[src/rtl/melody_pkg.sv]
// Shared definitions for the melody sequencer: note codes, ROM entry layout
// and the playback state encoding.
package melody_pkg;

    localparam int OCT_W   = 3;
    localparam int NOTE_W  = 4;
    localparam int DUR_W   = 5;
    localparam int STEP_W  = 6;
    localparam int ENTRY_W = OCT_W + NOTE_W + DUR_W;

    localparam int DUR_LSB  = 0;
    localparam int NOTE_LSB = DUR_LSB + DUR_W;
    localparam int OCT_LSB  = NOTE_LSB + NOTE_W;

    typedef logic [OCT_W-1:0]  oct_t;
    typedef logic [NOTE_W-1:0] note_t;
    typedef logic [DUR_W-1:0]  dur_t;
    typedef logic [STEP_W-1:0] step_t;

    localparam note_t NOTE_C  = 4'd0;
    localparam note_t NOTE_CS = 4'd1;
    localparam note_t NOTE_DB = 4'd1;
    localparam note_t NOTE_D  = 4'd2;
    localparam note_t NOTE_DS = 4'd3;
    localparam note_t NOTE_EB = 4'd3;
    localparam note_t NOTE_E  = 4'd4;
    localparam note_t NOTE_F  = 4'd5;
    localparam note_t NOTE_FS = 4'd6;
    localparam note_t NOTE_GB = 4'd6;
    localparam note_t NOTE_G  = 4'd7;
    localparam note_t NOTE_GS = 4'd8;
    localparam note_t NOTE_AB = 4'd8;
    localparam note_t NOTE_A  = 4'd9;
    localparam note_t NOTE_AS = 4'd10;
    localparam note_t NOTE_BB = 4'd10;
    localparam note_t NOTE_B  = 4'd11;
    localparam note_t SILENCE = 4'd12;

    typedef struct packed {
        oct_t  oct;
        note_t note;
        dur_t  dur;
    } entry_t;

    typedef enum logic [1:0] {
        ST_STOP  = 2'd0,
        ST_PLAY  = 2'd1,
        ST_PAUSE = 2'd2
    } state_e;

    function automatic entry_t make_entry(input oct_t o, input note_t n, input dur_t d);
        logic [ENTRY_W-1:0] raw;
        raw                      = '0;
        raw[OCT_LSB  +: OCT_W]   = o;
        raw[NOTE_LSB +: NOTE_W]  = n;
        raw[DUR_LSB  +: DUR_W]   = d;
        return entry_t'(raw);
    endfunction

endpackage

[src/rtl/melody_rom.sv]
// Combinational melody store: two tracks of up to 64 entries, each track
// terminated by a zero-duration marker.
module melody_rom
    import melody_pkg::*;
(
    input  logic   track,
    input  step_t  step,
    output entry_t entry
);

    // NOTE: every output of a combinational block gets a default before any
    // branch, so no path leaves it unassigned and no latch is inferred.
    always_comb begin
        entry = make_entry(3'd0, SILENCE, 5'd0);
        if (track == 1'b0) begin
            case (step)
                6'd0:    entry = make_entry(3'd1, NOTE_E,  5'd2);
                6'd1:    entry = make_entry(3'd0, NOTE_B,  5'd1);
                6'd2:    entry = make_entry(3'd0, SILENCE, 5'd1);
                default: entry = make_entry(3'd0, SILENCE, 5'd0);
            endcase
        end else begin
            case (step)
                6'd0:    entry = make_entry(3'd1, NOTE_C,  5'd1);
                6'd1:    entry = make_entry(3'd1, NOTE_G,  5'd3);
                6'd2:    entry = make_entry(3'd0, NOTE_BB, 5'd2);
                6'd3:    entry = make_entry(3'd1, SILENCE, 5'd1);
                6'd4:    entry = make_entry(3'd2, NOTE_E,  5'd4);
                default: entry = make_entry(3'd0, SILENCE, 5'd0);
            endcase
        end
    end

endmodule

[src/rtl/melody_seq.sv]
// Melody sequencer: walks the melody ROM at a selectable tempo and drives the
// tone generator's octave/note inputs through registered outputs.
module melody_seq
    import melody_pkg::*;
#(
    parameter int unsigned BASE_DIV = 32'd1 << 22,
    parameter bit          LOOP     = 1'b1,
    parameter bit          ARTIC    = 1'b1
) (
    input  logic              clk,
    input  logic              reset,
    input  logic              play_toggle,
    input  logic              restart,
    input  logic [1:0]        tempo,
    input  logic              track,
    output logic [OCT_W-1:0]  octave,
    output logic [NOTE_W-1:0] note,
    output logic              playing,
    output logic              beat,
    output logic [STEP_W-1:0] step
);

    localparam int PW = $clog2(BASE_DIV);
    typedef logic [PW-1:0] pcnt_t;

    state_e     state_q, state_d;
    pcnt_t      pcnt_q, pcnt_d, term_cnt;
    logic [1:0] tempo_q, tempo_d;
    dur_t       dcnt_q, dcnt_d;
    step_t      step_q, step_d, step_inc;
    logic       track_q, track_d;
    entry_t     entry_q, entry_d, head_entry, next_entry;
    oct_t       octave_q, octave_d;
    note_t      note_q, note_d;
    logic       playing_q, playing_d;
    logic       beat_q, beat_d;
    logic       tick, last_tick, at_marker;

    assign step_inc = step_q + step_t'(1);

    // Entry 0 of the live track input (start, restart, wrap) and the entry
    // following the current one (normal advance, end-marker detection).
    melody_rom u_rom_head (
        .track (track),
        .step  ('0),
        .entry (head_entry)
    );

    melody_rom u_rom_next (
        .track (track_q),
        .step  (step_inc),
        .entry (next_entry)
    );

    always_comb begin
        term_cnt  = pcnt_t'((BASE_DIV >> tempo_q) - 1);
        tick      = (state_q == ST_PLAY) && (pcnt_q == term_cnt);
        last_tick = tick && (dcnt_q == entry_q.dur - dur_t'(1));
        at_marker = last_tick && (next_entry.dur == '0);
    end

    always_comb begin
        state_d = state_q;
        pcnt_d  = pcnt_q;
        tempo_d = tempo_q;
        dcnt_d  = dcnt_q;
        step_d  = step_q;
        track_d = track_q;
        entry_d = entry_q;

        if (restart) begin
            state_d = ST_PLAY;
            pcnt_d  = '0;
            dcnt_d  = '0;
            step_d  = '0;
            tempo_d = tempo;
            track_d = track;
            entry_d = head_entry;
        end else begin
            case (state_q)
                ST_STOP: begin
                    pcnt_d  = '0;
                    dcnt_d  = '0;
                    step_d  = '0;
                    tempo_d = tempo;
                    track_d = track;
                    entry_d = head_entry;
                    if (play_toggle) begin
                        state_d = ST_PLAY;
                    end
                end
                ST_PAUSE: begin
                    if (play_toggle) begin
                        state_d = ST_PLAY;
                    end
                end
                ST_PLAY: begin
                    pcnt_d = pcnt_q + pcnt_t'(1);
                    if (play_toggle) begin
                        state_d = ST_PAUSE;
                    end
                    if (tick) begin
                        pcnt_d  = '0;
                        tempo_d = tempo;
                        dcnt_d  = dcnt_q + dur_t'(1);
                    end
                    if (last_tick) begin
                        dcnt_d  = '0;
                        step_d  = step_inc;
                        entry_d = next_entry;
                    end
                    // The marker is never shown: resolve it to entry 0 (or stop) now.
                    if (at_marker) begin
                        step_d  = '0;
                        track_d = track;
                        entry_d = head_entry;
                        if (!LOOP) begin
                            state_d = ST_STOP;
                        end
                    end
                end
                default: state_d = ST_STOP;
            endcase
        end
    end

    always_comb begin
        octave_d  = entry_d.oct;
        note_d    = entry_d.note;
        playing_d = (state_d == ST_PLAY);
        beat_d    = tick && !restart && (state_d == ST_PLAY);
        if (state_d != ST_PLAY) begin
            octave_d = '0;
            note_d   = SILENCE;
        end else if (ARTIC && (entry_d.dur >= dur_t'(2)) &&
                     (dcnt_d == entry_d.dur - dur_t'(1))) begin
            note_d = SILENCE;
        end
    end

    // NOTE: registers take non-blocking assignments so every flop samples the
    // pre-edge value of every other flop, independent of statement order.
    always_ff @(posedge clk) begin
        if (reset) begin
            state_q   <= ST_STOP;
            pcnt_q    <= '0;
            tempo_q   <= '0;
            dcnt_q    <= '0;
            step_q    <= '0;
            track_q   <= 1'b0;
            entry_q   <= '0;
            octave_q  <= '0;
            note_q    <= SILENCE;
            playing_q <= 1'b0;
            beat_q    <= 1'b0;
        end else begin
            state_q   <= state_d;
            pcnt_q    <= pcnt_d;
            tempo_q   <= tempo_d;
            dcnt_q    <= dcnt_d;
            step_q    <= step_d;
            track_q   <= track_d;
            entry_q   <= entry_d;
            octave_q  <= octave_d;
            note_q    <= note_d;
            playing_q <= playing_d;
            beat_q    <= beat_d;
        end
    end

    assign octave  = octave_q;
    assign note    = note_q;
    assign playing = playing_q;
    assign beat    = beat_q;
    assign step    = step_q;

endmodule

[config.mk]
export PLATFORM = sky130hd
export DESIGN_NAME = melody_seq
export DESIGN_NICKNAME = d
export VERILOG_FILES = /design/src/rtl/melody_pkg.sv /design/src/rtl/melody_rom.sv /design/src/rtl/melody_seq.sv
export SDC_FILE = /design/constraint.sdc
export NUM_CORES = 1
export LEC_CHECK = 0
export CORE_MARGIN = 3
export CORE_UTILIZATION = 59
export DETAILED_ROUTE_END_ITERATION = 7
export GPL_TIMING_DRIVEN = 0
export PLACE_DENSITY = 0.88
export SLEW_MARGIN = 20
export SYNTH_ARGS = -nofsm -noshare
export SYNTH_HDL_FRONTEND = slang
export SYNTH_SLANG_ARGS = --single-unit
[constraint.sdc]
create_clock -name clk -period 4.9 [get_ports clk]
set_input_delay 0.49 -clock clk [delete_from_list [all_inputs] [get_ports clk]]
set_output_delay 0.49 -clock clk [all_outputs]
set_load 0.05 [all_outputs]
==> results of run 1 <==
registers in the layout, summed over array words and instances (netlist names), 2 cells and up:
| name | count |
|---|---|
| note | 4 |
| octave | 3 |
| entry_q | 12 |
| step | 6 |
| pcnt_q | 22 |
| tempo_q | 2 |
| state_q | 2 |
| dcnt_q | 5 |
layout make-up:
class,instances,area [um2]
Buffer,18,68.8
Clock buffer,13,159
Clock inverter,2,35.0
Fill cell,464,1640
Inverter,10,37.5
Multi-Input combinational cell,360,2190
Sequential cell,59,1180
Tap cell,72,90.1
Timing Repair Buffer,21,210
worst max-delay path, cell delays in order (launching register included):
cell	delay, ns
dfxtp_1	0.53
ha_1	0.36
or3b_2	0.47
o31ai_1	0.10
nand4_1	0.26
o21a_1	0.27
o211ai_2	0.32
nor2b_1	0.30
inv_1	0.10
ha_1	0.27
o31ai_1	0.09
mux2i_1	0.10
nor4b_1	0.15
nor4b_1	0.40
and4_1	0.28
a21oi_1	0.07
cells in the mapped netlist, types with 4 or more instances:
master and count:
nor2_1 63, ha_1 10, clkbuf_1 17, or3_1 7, xnor2_1 8, o21ai_0 24, nand3b_1 8, nand4_1 6
or2_2 5, o22ai_1 4, a21o_1 6, o21a_1 5, a21oi_1 49, o211ai_1 6, dfxtp_1 59, and2_1 11
nand3_1 17, and3_1 8, nand2b_1 6, nor3_1 19, inv_1 10, nor2b_1 7, nand2_1 32
stage by stage:
step	std cells	hold slack, ns
4_1_cts	555	0.461
2_1_floorplan	447	0.421
3_3_place_gp	540	0.434
3_5_place_dp	540	0.441
5_1_grt	555	0.469
6_report	555	0.462
layout by cell type, fill, tap and decap left out, drive strengths merged, types with 4 or more instances in the layout:
master | synthesis | layout
a21o | 6 | 6
or3 | 8 | 8
ha | 10 | 10
o22ai | 4 | 4
a2111oi | 5 | 5
xnor2 | 8 | 8
nor2b | 7 | 7
nor3 | 19 | 19
nand4 | 6 | 6
clkbuf | 17 | 30
o21a | 5 | 5
and2 | 11 | 11
a22oi | 4 | 4
nand2 | 32 | 32
and3 | 8 | 8
inv | 10 | 10
nand3 | 17 | 17
o211ai | 7 | 7
nand3b | 8 | 8
or2 | 5 | 5
o21ai | 26 | 26
nor2 | 63 | 63
nand2b | 6 | 6
clkdlybuf4s50 | 0 | 21
dfxtp | 59 | 59
a21oi | 49 | 49
report_power, final:
| group | switching [mW] | internal, mW |
|---|---|---|
| Combinational | 0.0851 | 0.0462 |
| Clock | 0.191 | 0.259 |
| Sequential | 0.00553 | 0.489 |
| Total | 0.281 | 0.794 |
kinds of logic after synthesis:
| logic type | after synthesis | share of synthesized area (%) |
|---|---|---|
| compound gates | 126 | 24.5 |
| xor+xnor | 11 | 2.77 |
| fa+ha+maj | 10 | 3.60 |
| buf+inv | 28 | 3.06 |
| flops | 59 | 34.0 |
| mux | 2 | 0.576 |
| simple gates | 211 | 31.6 |
routing by layer:
metal	wire, um	share of wire (%)	vias up
met1	4100	45	1625
met5	0	0	-
li1	-	-	1697
met4	169	1.9	0
met3	580	6.4	16
met2	4180	46	131
path summary, 6_finish.rpt:
| check | from | to | slack, ns |
|---|---|---|---|
| hold reg to reg | entry_q[11] | entry_q[11] | 0.46 |
| setup / recovery | step[1] | note[1] | 0.74 |
| setup reg to reg | step[1] | note[1] | 0.74 |
| hold / removal | entry_q[11] | entry_q[11] | 0.46 |
==> metrics, run 1 <==
first-pass GRT wire length=14.6 mm; Worst setup SP type=register; DRT antenna net count=0; CTS Root Buffer Type=clkbuf_8; Seq/Total Area, Yosys=34.0%; gate count after technology mapping=447; Initial Util=62.0%; full die area=6850 um2; clock slew at reported path FFs=0.07 ns; Yosys reg bits=59; Worst Max-Slew Pin Slew=0.811 ns; r2r worst-path depth=15; synth warn=0; fmax=0.240 GHz; met1 usage=35.7%; Most used DFF post-synth=dfxtp_1; total CTS buffers=9; iteration-0 DRC count of the detailed router=301; DR pass1 iterations=5; Post-Syn Area=3480 um2; post-CTS sizing=0; final setup violation count=0; number of remaining DRC errors=0; vias per std cell=6.25; Worst Setup Slack, final=0.738 ns; Fin. Hold Viols=0; die height=82.8 um; die width=82.8 um; ratio of cells with drive above 1 in the final layout=6.42%; fin crit period=4.16 ns; async set-reset flop share out of synthesis=0%; final slew viol count=0; CTS tree=yes; Cells on Worst Hold Path=1; Hold Path Class=register to register; outcome=finished clean; Site Rows=27; number of max-cap violations=0; GRT Residual Overflow=0; largest net degree at the start of global routing=13; core footprint=5610 um2; gr busiest metal=met2; crit path DAT=4.40 ns; PwrDens=271 nW/um2; number of global-route vias before repair=3208; Pwr Total=1.08 mW; syn_area_per_cell=7.78 um2; Tot GR Track Use=27.8%; wire length per cell=16.3 um; reported leakage power=1.37 nW; Relative slew margins=45.6%; Post-CTS Setup Inserts=0; I/O pins=22; # H-tree levels=3; CTS Hold Bufs=0; crit path capture type=register; Clock Sinks=59; placed cell area=3780 um2; IO Port Bufs=21; via count=3469; Clock Path Buffers=2; RSZ-0062 raised after global routing=no; Critical Path Fanout Max=12; kind of critical path=register to register; Yosys cell types=61; GPL Wtd Cong=0.904; initial antenna violation count=0; Final Cell Area=3970 um2; share of the synthesized area in the top cell type=34.0%; fin crit share=84.9%; Ant. Diodes=0; dominant cells by area after synthesis=dfxtp_1, a21oi_1, nor2_1; syn_nets=464; met3 GRT Util=5.18%; EDFF count, synth=0; maximum VDD drop=0.190 mV; TNS Setup=0 ns; area leader, netlist=dfxtp_1; Routed WL=9.02 mm; Area growth, synth to finish=14.2%; met2 layer usage reported by global route=45.0%; clk_lat worst skew=0.35 ns; Req. time, crit path=5.14 ns; fin util=70.8%; final net count=496; Clock Skew=0.0115 ns; DP Worst Slack=0.807 ns; HPWL after DPL=6.27 mm
Note: power is estimated with default switching activity, not from simulation.
==> run 2, diff against run 1 <==
clock period = 4.2 ns   (was 4.9 ns; I/O delays follow)
==> run 2 against run 1 <==
  * Sequential share of layout area down 0.22 points
  * Sequential power up 17%
  * First-iteration DRC count up 10%
  * Fmax up 6.6%
  * Worst hold slack about the same
  * Global-route usage unchanged
  * Setup slack worse by 0.44 ns
  * Final cell count up 0.36%
  * Utilization up 0.60 points
  * Critical endpoint unchanged
==> metrics, run 2 (synthesis results as in run 1) <==
Setup crit end=note[1]; fmax=0.256 GHz; final slew viol count=0; P_int=0.929 mW; via count=3479; TNS Setup=0 ns; clock network fraction of design power=41.8%; crit path DAT=4.14 ns; initial antenna violation count=0; sequential fraction of design power=45.8%; number of max-cap violations=0; Relative slew margins=51.5%; largest net degree at the start of global routing=13; IO Port Bufs=21; core footprint=5610 um2; Worst Setup SP=entry_q[0]; Sw Share=26.2%; clock slew at reported path FFs=0.07 ns; Largest register FFs=22; Clock Path Buffers=2; crit path capture type=register; PwrDens=314 nW/um2; Area growth, synth to finish=15.2%; Hold Path Class=register to register; r2r setup slk=0.30 ns; Site Rows=27; fin crit share=92.9%; GPL Wtd Cong=0.904; P_sw=0.330 mW; full die area=6850 um2; Worst setup SP type=register; fin crit period=3.90 ns; iteration-0 DRC count of the detailed router=331; HPWL after DPL=6.27 mm; number of remaining DRC errors=0; final net count=498; commonest non-fill, non-tap cell in the layout=nor2_1; Fin. Hold Viols=0; CTS Hold Bufs=0; number of global-route vias before repair=3208; Biggest register=pcnt_q; Clock Sinks=59; DRT antenna net count=0; reported leakage power=1.37 nW; GRT Residual Overflow=0; RSZ-0062 raised after global routing=no; r2r worst-path depth=15; wire length per cell=16.3 um; final setup violation count=0; FF-to-FF Start=entry_q[0]; die width=82.8 um; maximum VDD drop=0.222 mV; die height=82.8 um; Layout Cells excl Fill=557; vias per std cell=6.25; I/O pins=22; commonest cells after routing, fill and taps aside=nor2_1, dfxtp_1, a21oi_1; Req. time, crit path=4.44 ns; outcome=finished clean; Initial Util=62.0%; Post-Place Cells=540; clk_lat worst skew=0.35 ns; CTS tree=yes; # H-tree levels=3; Ant. Diodes=0; Tot GR Track Use=27.8%; kind of critical path=register to register; first-pass GRT wire length=14.6 mm; Worst Max-Slew Pin Slew=0.722 ns; DR pass1 iterations=5; Clock Skew=0.0104 ns; reg2reg end=note[1]; Routed WL=9.08 mm; ratio of cells with drive above 1 in the final layout=7.84%; part of the power in combinational logic=12.4%; Critical Path Fanout Max=8; total CTS buffers=9; CTS Root Buffer Type=clkbuf_8
-- run 2: metrics by stage --
stage / utilization (%) / setup WS, ns / hold slack [ns] / total power [mW] / cell area, um2
2_1_floorplan: - / 0.377 / 0.421 / 0.695 / 3480
3_3_place_gp: 67.4 / 0.218 / 0.434 / 0.733 / 3780
4_1_cts: 70.8 / 0.0801 / 0.461 / 1.25 / 3970
5_1_grt: 71.4 / 0.0429 / 0.469 / 1.30 / 4010
6_report: 71.4 / 0.298 / 0.463 / 1.26 / 4010
3_5_place_dp: 67.4 / 0.107 / 0.441 / 0.738 / 3780
-- run 2: critical path: stages (launching register included) --
cell and delay, ns:
dfxtp_1 0.43, inv_1 0.07, ha_1 0.24, nor2b_1 0.14, or3_1 0.39, a311o_2 0.50, o21a_1 0.28, a22oi_2 0.30
and2_1 0.23, ha_2 0.25, nand3_1 0.11, o22ai_1 0.17, nor4b_1 0.09, nor4b_2 0.28, and4_1 0.25, a21oi_1 0.07
-- run 2: area by class of cell --
cell class	count	area (um2)
Buffer	18	68.8
Clock buffer	13	159
Clock inverter	2	35.0
Fill cell	456	1600
Inverter	10	37.5
Multi-Input combinational cell	360	2210
Sequential cell	59	1180
Tap cell	72	90.1
Timing Repair Buffer	23	225
-- run 2: how the worst min path moves through the flow --
stage | to | depth (start not counted) | slack [ns] | start
floorplan | entry_q[11] | 1 | 0.42 | entry_q[11]
global placement | entry_q[11] | 1 | 0.43 | entry_q[11]
detailed placement | entry_q[11] | 1 | 0.44 | entry_q[11]
CTS | entry_q[11] | 1 | 0.46 | entry_q[11]
global route | entry_q[11] | 1 | 0.47 | entry_q[11]
finish | entry_q[11] | 1 | 0.46 | entry_q[11]
-- run 2: power groups by stage --
stage | sequential, mW | clock (mW) | combinational, mW
after detailed placement | 0.589 | 0 | 0.149
final | 0.577 | 0.526 | 0.157
after CTS | 0.577 | 0.526 | 0.151
after global routing | 0.578 | 0.551 | 0.172
after floorplan | 0.601 | 0 | 0.0940
after global placement | 0.589 | 0 | 0.145
-- run 2: metal layers --
layer  track usage, %  wire (um)
met1             35.7       4130
met2             45.0       4160
met3             5.18        569
met4             13.2        221
met5                0          0
-- run 2: repair_timing --
action                     in CTS  in global routing
setup buffers                   0                  2
setup endpoints to repair       0                  4
gates resized for setup         0                  5
